### src/rtl/scan_timer.sv
`default_nettype none
// ============================================================================
//  Module   : scan_timer
//  Purpose  : Seven-segment refresh sequencer. Divides clk into digit slots,
//             blanks the leading edge of every slot, selects the BCD nibble
//             of the current digit, and double-buffers display updates so a
//             new value is only committed on a frame boundary.
//  Revision : 1.0  initial release
// ============================================================================
module scan_timer #(
  parameter int PRESCALE     = 100000,
  parameter int BLANK_CYCLES = 1000,
  parameter int NUM_DIGITS   = 3
) (
  input  logic                    clk,
  input  logic                    reset,
  input  logic                    en,
  input  logic                    load,
  input  logic [4*NUM_DIGITS-1:0] value,
  output logic [1:0]              twobitcounter,
  output logic [3:0]              digit_bcd,
  output logic                    blank,
  output logic                    frame_done,
  output logic                    update_pending
);

  localparam int PRESC_W = $clog2(PRESCALE);
  localparam logic [PRESC_W-1:0] c_gap_last   = PRESC_W'(BLANK_CYCLES - 1);
  localparam logic [PRESC_W-1:0] c_slot_last  = PRESC_W'(PRESCALE - 1);
  localparam logic [1:0]         c_digit_last = 2'(NUM_DIGITS - 1);

  typedef enum logic [1:0] {
    IDLE = 2'd0,
    GAP  = 2'd1,
    SHOW = 2'd2
  } state_t;

  state_t                  state_q, state_d;
  logic [PRESC_W-1:0]      presc_q, presc_d;
  logic [1:0]              digit_q, digit_d;
  logic [4*NUM_DIGITS-1:0] active_q, active_d;
  logic [4*NUM_DIGITS-1:0] pending_q, pending_d;
  logic                    valid_q, valid_d;
  logic                    frame_done_q, frame_done_d;
  logic                    wrap;

  // State register and buffers; reset clears everything, including pending.
  always_ff @(posedge clk) begin
    if (reset) begin
      state_q      <= IDLE;
      presc_q      <= '0;
      digit_q      <= '0;
      active_q     <= '0;
      pending_q    <= '0;
      valid_q      <= 1'b0;
      frame_done_q <= 1'b0;
    end else begin
      state_q      <= state_d;
      presc_q      <= presc_d;
      digit_q      <= digit_d;
      active_q     <= active_d;
      pending_q    <= pending_d;
      valid_q      <= valid_d;
      frame_done_q <= frame_done_d;
    end
  end

  // Next-state: slot timing, digit advance, frame-boundary commit and loads.
  always_comb begin
    state_d      = state_q;
    presc_d      = presc_q;
    digit_d      = digit_q;
    active_d     = active_q;
    pending_d    = pending_q;
    valid_d      = valid_q;
    frame_done_d = 1'b0;
    wrap         = 1'b0;

    case (state_q)
      IDLE: begin
        presc_d = '0;
        digit_d = '0;
        // While idle nothing is being scanned, so a load goes live directly.
        if (load) active_d = value;
        if (en)   state_d  = GAP;
      end
      GAP: begin
        presc_d = presc_q + PRESC_W'(1);
        if (presc_q == c_gap_last) state_d = SHOW;
      end
      SHOW: begin
        presc_d = presc_q + PRESC_W'(1);
        if (presc_q == c_slot_last) begin
          presc_d = '0;
          state_d = GAP;
          if (digit_q == c_digit_last) begin
            digit_d = '0;
            wrap    = 1'b1;
          end else begin
            digit_d = digit_q + 2'd1;
          end
        end
      end
      default: state_d = IDLE;
    endcase

    // Disable overrides slot timing: no wrap, no frame pulse, no commit.
    if (state_q != IDLE && !en) begin
      state_d = IDLE;
      presc_d = '0;
      digit_d = '0;
      wrap    = 1'b0;
    end

    // Commit the old pending value first so a coincident load lands in
    // pending for the following frame.
    if (wrap) begin
      frame_done_d = 1'b1;
      if (valid_q) begin
        active_d = pending_q;
        valid_d  = 1'b0;
      end
    end

    if (state_q != IDLE && load) begin
      pending_d = value;
      valid_d   = 1'b1;
    end
  end

  // Nibble select for the digit currently on the anode.
  always_comb begin
    digit_bcd = 4'd0;
    for (int d = 0; d < NUM_DIGITS; d++) begin
      if (digit_q == 2'(d)) digit_bcd = active_q[4*d +: 4];
    end
  end

  assign twobitcounter  = digit_q;
  assign blank          = (state_q != SHOW);
  assign frame_done     = frame_done_q;
  assign update_pending = valid_q;

endmodule
`default_nettype wire

### config.mk
export PLATFORM = sky130hd
export DESIGN_NAME = scan_timer
export DESIGN_NICKNAME = d
export VERILOG_FILES = /design/src/rtl/scan_timer.sv
export SDC_FILE = /design/constraint.sdc
export NUM_CORES = 1
export LEC_CHECK = 0
export CORE_MARGIN = 2
export CORE_UTILIZATION = 61
export DETAILED_ROUTE_END_ITERATION = 10
export GPL_ROUTABILITY_DRIVEN = 0
export PLACE_DENSITY_LB_ADDON = 0.2
export SLEW_MARGIN = 20
export SYNTH_ARGS = -nofsm -noshare
export SYNTH_HDL_FRONTEND = slang
export SYNTH_SLANG_ARGS = --single-unit
### constraint.sdc
create_clock -name clk -period 3.6 [get_ports clk]
set_input_delay 0.36 -clock clk [delete_from_list [all_inputs] [get_ports clk]]
set_output_delay 0.36 -clock clk [all_outputs]
set_load 0.05 [all_outputs]
==> flow_results.xml <==
<?xml version="1.0" encoding="UTF-8"?>
<metrics>
  <group name="logic_synthesis">
    <metric name="synth_edf_count" unit="">0</metric>
    <metric name="most_common_flop_cell_mapped_by_yosys" unit="">sky130_fd_sc_hd__dfxtp_1</metric>
    <metric name="ys_seq_area_share" unit="%">38.62</metric>
    <metric name="mapped_avg_cell_area" unit="um2">7.858</metric>
    <metric name="share_of_flip_flops_with_an_asynchronous_set_or_reset_after_synthesis" unit="%">0</metric>
    <metric name="synth-seq-cells" unit="">47</metric>
    <metric name="synth_cells" unit="">310</metric>
    <metric name="synth_area" unit="um2">2436</metric>
    <metric name="synth_warnings" unit="">0</metric>
    <metric name="syn-num-nets" unit="">331</metric>
    <metric name="synthDistinctLibCells" unit="">45</metric>
  </group>
  <group name="clock_network">
    <metric name="clk_pin_slew_worst_paths" unit="ns">0.09</metric>
    <metric name="cts.repair_timing.setup_buffer_count" unit="">0</metric>
    <metric name="insertion_delay" unit="ns">0.30</metric>
    <metric name="ctsRootBufferMaster" unit="">sky130_fd_sc_hd__clkbuf_8</metric>
    <metric name="holdBufCountCts" unit="">0</metric>
    <metric name="cts_tree" unit="">done</metric>
    <metric name="h_tree_depth_reported_by_cts" unit="">2</metric>
    <metric name="cts_made_buffers" unit="">5</metric>
    <metric name="cts.sinks" unit="">47</metric>
    <metric name="cts_buffer_depth" unit="">2</metric>
    <metric name="post_cts_resized" unit="">0</metric>
  </group>
  <group name="floorplan">
    <metric name="die_span_in_x" unit="um">67.20</metric>
    <metric name="floorplan.initialDensity" unit="%">65.07</metric>
    <metric name="die_ht" unit="um">67.20</metric>
    <metric name="num_io_pins" unit="">25</metric>
    <metric name="dieArea" unit="um2">4515</metric>
    <metric name="coreArea" unit="um2">3744</metric>
    <metric name="fp-row-count" unit="">22</metric>
  </group>
  <group name="sta">
    <metric name="setup-violations-final" unit="">0</metric>
    <metric name="period_needed" unit="ns">2.556</metric>
    <metric name="worst_slew_pin_slew" unit="ns">0.9455</metric>
    <metric name="maxClockFrequency" unit="MHz">391.2</metric>
    <metric name="tns" unit="ns">0</metric>
    <metric name="finalHoldViolations" unit="">0</metric>
    <metric name="timing_max_transition_violations_final" unit="">0</metric>
    <metric name="hold-worst-slack" unit="ns">0.4643</metric>
    <metric name="final_min_period_over_clock_period" unit="%">71.01</metric>
    <metric name="fin_worst_skew" unit="ns">0.009455</metric>
    <metric name="timing.slew.headroom" unit="%">36.84</metric>
    <metric name="setup_repair_after_global_routing_missed_its_margin" unit="">false</metric>
  </group>
  <group name="layout">
    <metric name="fillers" unit="">299</metric>
    <metric name="mostFrequentLayoutCell" unit="">sky130_fd_sc_hd__nand2_1</metric>
    <metric name="insertedDiodeCount" unit="">0</metric>
    <metric name="area_of_all_sequential_standard_cells" unit="um2">940.9</metric>
    <metric name="nNetsFinal" unit="">343</metric>
    <metric name="non_filler_instance_count_after_layout" unit="">370</metric>
    <metric name="most_frequent_cells_in_the_layout" unit="">sky130_fd_sc_hd__nand2_1, sky130_fd_sc_hd__dfxtp_1, sky130_fd_sc_hd__nor2_1</metric>
    <metric name="flow.area_growth_from_synthesis" unit="%">12.84</metric>
    <metric name="post_route_cells_drive_above_1_share" unit="%">5.280</metric>
    <metric name="finish.utilization" unit="%">73.43</metric>
    <metric name="multi_input_comb_area" unit="um2">1395</metric>
  </group>
  <group name="placed_design">
    <metric name="port_buffers" unit="">24</metric>
    <metric name="dp.cells" unit="">363</metric>
    <metric name="post-dp-hpwl" unit="um">3765</metric>
  </group>
  <group name="power_and_ir_drop">
    <metric name="power.ir.vdd_worst" unit="mV">0.4785</metric>
    <metric name="leakage" unit="nW">0.9458</metric>
    <metric name="powerDensity" unit="nW/um2">507.2</metric>
  </group>
  <group name="detailed_routing">
    <metric name="wirelength" unit="um">5570</metric>
    <metric name="detailedRoute.firstPassIterationCount" unit="">5</metric>
    <metric name="avgRoutedWirePerCell" unit="um">15.05</metric>
    <metric name="route.detailed.drc" unit="">0</metric>
    <metric name="met3_wirelength" unit="um">347</metric>
    <metric name="met2_wirelength" unit="um">2486</metric>
    <metric name="maxUsedRoutingLayer" unit="">met4</metric>
    <metric name="final_antenna_net_count" unit="">0</metric>
    <metric name="route.vias.total" unit="">2315</metric>
    <metric name="detail_route.vias_per_cell" unit="">6.257</metric>
    <metric name="wl_met1" unit="um">2665</metric>
    <metric name="drtIter0Drc" unit="">245</metric>
  </group>
  <group name="setup_path">
    <metric name="cp.required" unit="ns">3.24</metric>
    <metric name="worst_setup_path_end_kind" unit="">primary output</metric>
    <metric name="critPathLaunchType" unit="">flop</metric>
    <metric name="worst_setup_path_start" unit="">twobitcounter[0]$_SDFFE_PP0P_</metric>
    <metric name="r2r_slack" unit="ns">1.05</metric>
    <metric name="cp.arrival" unit="ns">2.20</metric>
    <metric name="cp_max_fo" unit="">9</metric>
    <metric name="r2r_start" unit="">state_q[1]$_SDFFE_PP0P_</metric>
    <metric name="critical_path.reg2reg.endpoint" unit="">active_q[10]$_SDFF_PP0_</metric>
    <metric name="worst_r2r_path_depth" unit="">7</metric>
    <metric name="timing.setup.critical_path_class" unit="">flop to primary output</metric>
    <metric name="critPathCapture" unit="">digit_bcd[0]</metric>
  </group>
  <group name="hold_path">
    <metric name="hp-class" unit="">flop to flop</metric>
    <metric name="cells_on_worst_hold_path" unit="">2</metric>
  </group>
  <group name="global_route">
    <metric name="groute.usage.overall" unit="%">27.41</metric>
    <metric name="grt_first_pass_wirelength" unit="um">9515</metric>
    <metric name="maximum_number_of_pins_on_one_net_before_global_route_repair" unit="">30</metric>
    <metric name="vias_in_the_first_global_route" unit="">2127</metric>
    <metric name="antenna_found_initial" unit="">0</metric>
    <metric name="grt_remaining_overflow" unit="">0</metric>
  </group>
  <group name="outcome">
    <metric name="outcome" unit="">completed</metric>
  </group>
  <group name="job">
    <metric name="maxCapViolCount" unit="">0</metric>
  </group>
</metrics>
==> critical path, cell delays in order (launching register included) <==
cell and delay (ns):
sky130_fd_sc_hd__dfxtp_1 0.49, sky130_fd_sc_hd__nor2b_1 0.33, sky130_fd_sc_hd__nand2_1 0.10, sky130_fd_sc_hd__o21ai_0 0.12
sky130_fd_sc_hd__clkdlybuf4s50_1 0.85
==> sequential cells by signal (all words and copies together) (netlist names) <==
register        flops
pending_q          12
update_pending      1
frame_done          1
twobitcounter       2
state_q             2
active_q           12
presc_q            17
==> report_power, final <==
group / switching, mW / total (mW) / internal (mW)
Clock: 0.173 / 0.306 / 0.133
Sequential: 0.0377 / 0.616 / 0.578
Combinational: 0.318 / 0.472 / 0.154
==> kinds of logic after synthesis <==
logic type,count (synthesis),share of synthesized area (%)
muxes,6,2.465
and+or+nand+nor,167,34.41
buffers and inverters,25,4.108
AOI/OAI and AO/OA,60,17.82
adders and majority gates,5,2.568
DFF,47,38.62
==> through the flow <==
stage | power (mW) | setup slack, ns | area [um2]
after floorplan | 0.9640 | 1.075 | 2436
after global placement | 1.080 | 1.194 | 2666
after detailed placement | 1.092 | 1.085 | 2666
after CTS | 1.397 | 1.067 | 2749
after global routing | 1.471 | 0.7744 | 2749
final | 1.394 | 1.044 | 2749
==> layer usage <==
| metal | track usage (%) | vias up |
|---|---|---|
| met5 | 0 | - |
| met1 | 38.83 | 1074 |
| met2 | 42.08 | 89 |
| met3 | 6.000 | 10 |
| met4 | 7.653 | 0 |
| li1 | - | 1142 |
==> worst min-delay path by stage <==
stage                                    from                         to  slack [ns]
floorplan           pending_q[0]$_SDFFE_PP0P_  pending_q[0]$_SDFFE_PP0P_        0.44
global placement    pending_q[7]$_SDFFE_PP0P_  pending_q[7]$_SDFFE_PP0P_        0.45
detailed placement  pending_q[5]$_SDFFE_PP0P_  pending_q[5]$_SDFFE_PP0P_        0.45
CTS                 pending_q[5]$_SDFFE_PP0P_  pending_q[5]$_SDFFE_PP0P_        0.46
global route        pending_q[3]$_SDFFE_PP0P_  pending_q[3]$_SDFFE_PP0P_        0.49
finish              pending_q[7]$_SDFFE_PP0P_  pending_q[7]$_SDFFE_PP0P_        0.46
==> cell usage after synthesis (2+ instances only) <==
master                       n  area [um2]
sky130_fd_sc_hd__a21oi_1    23       115.1
sky130_fd_sc_hd__a22oi_1     2       15.01
sky130_fd_sc_hd__a2bb2oi_1   3       26.28
sky130_fd_sc_hd__a311oi_1   12       105.1
sky130_fd_sc_hd__a31oi_1     4       25.02
sky130_fd_sc_hd__a32oi_1     2       17.52
sky130_fd_sc_hd__and2_1      6       37.54
sky130_fd_sc_hd__and3_1      4       25.02
sky130_fd_sc_hd__buf_2       4       20.02
sky130_fd_sc_hd__clkbuf_1   15       56.30
sky130_fd_sc_hd__dfxtp_1    47       940.9
sky130_fd_sc_hd__ha_1        5       62.56
sky130_fd_sc_hd__inv_1       4       15.01
sky130_fd_sc_hd__mux2i_1     6       60.06
sky130_fd_sc_hd__nand2_1    64       240.2
sky130_fd_sc_hd__nand3_1    27       135.1
sky130_fd_sc_hd__nand3b_1    4       30.03
sky130_fd_sc_hd__nand4_1     7       43.79
sky130_fd_sc_hd__nor2_1     28       105.1
sky130_fd_sc_hd__nor2b_1     2       12.51
sky130_fd_sc_hd__nor3_1      3       15.01
sky130_fd_sc_hd__nor3b_1     3       22.52
sky130_fd_sc_hd__nor4_1      3       18.77
sky130_fd_sc_hd__o21ai_0     6       30.03
sky130_fd_sc_hd__o31a_1      2       17.52
sky130_fd_sc_hd__or3_1       2       12.51
sky130_fd_sc_hd__or4_1       4       30.03
==> final cells by class <==
type                    instances  share of cell area, %
clock buffers                   5                  2.503
clock inverters                 2                 0.5007
inverters                       4                 0.5462
multi-input cells             238                  50.75
flip-flops and latches         47                  34.23
well taps                      48                  2.185
repair buffers                 26                  9.285
Note: power is estimated with default switching activity, not from simulation.
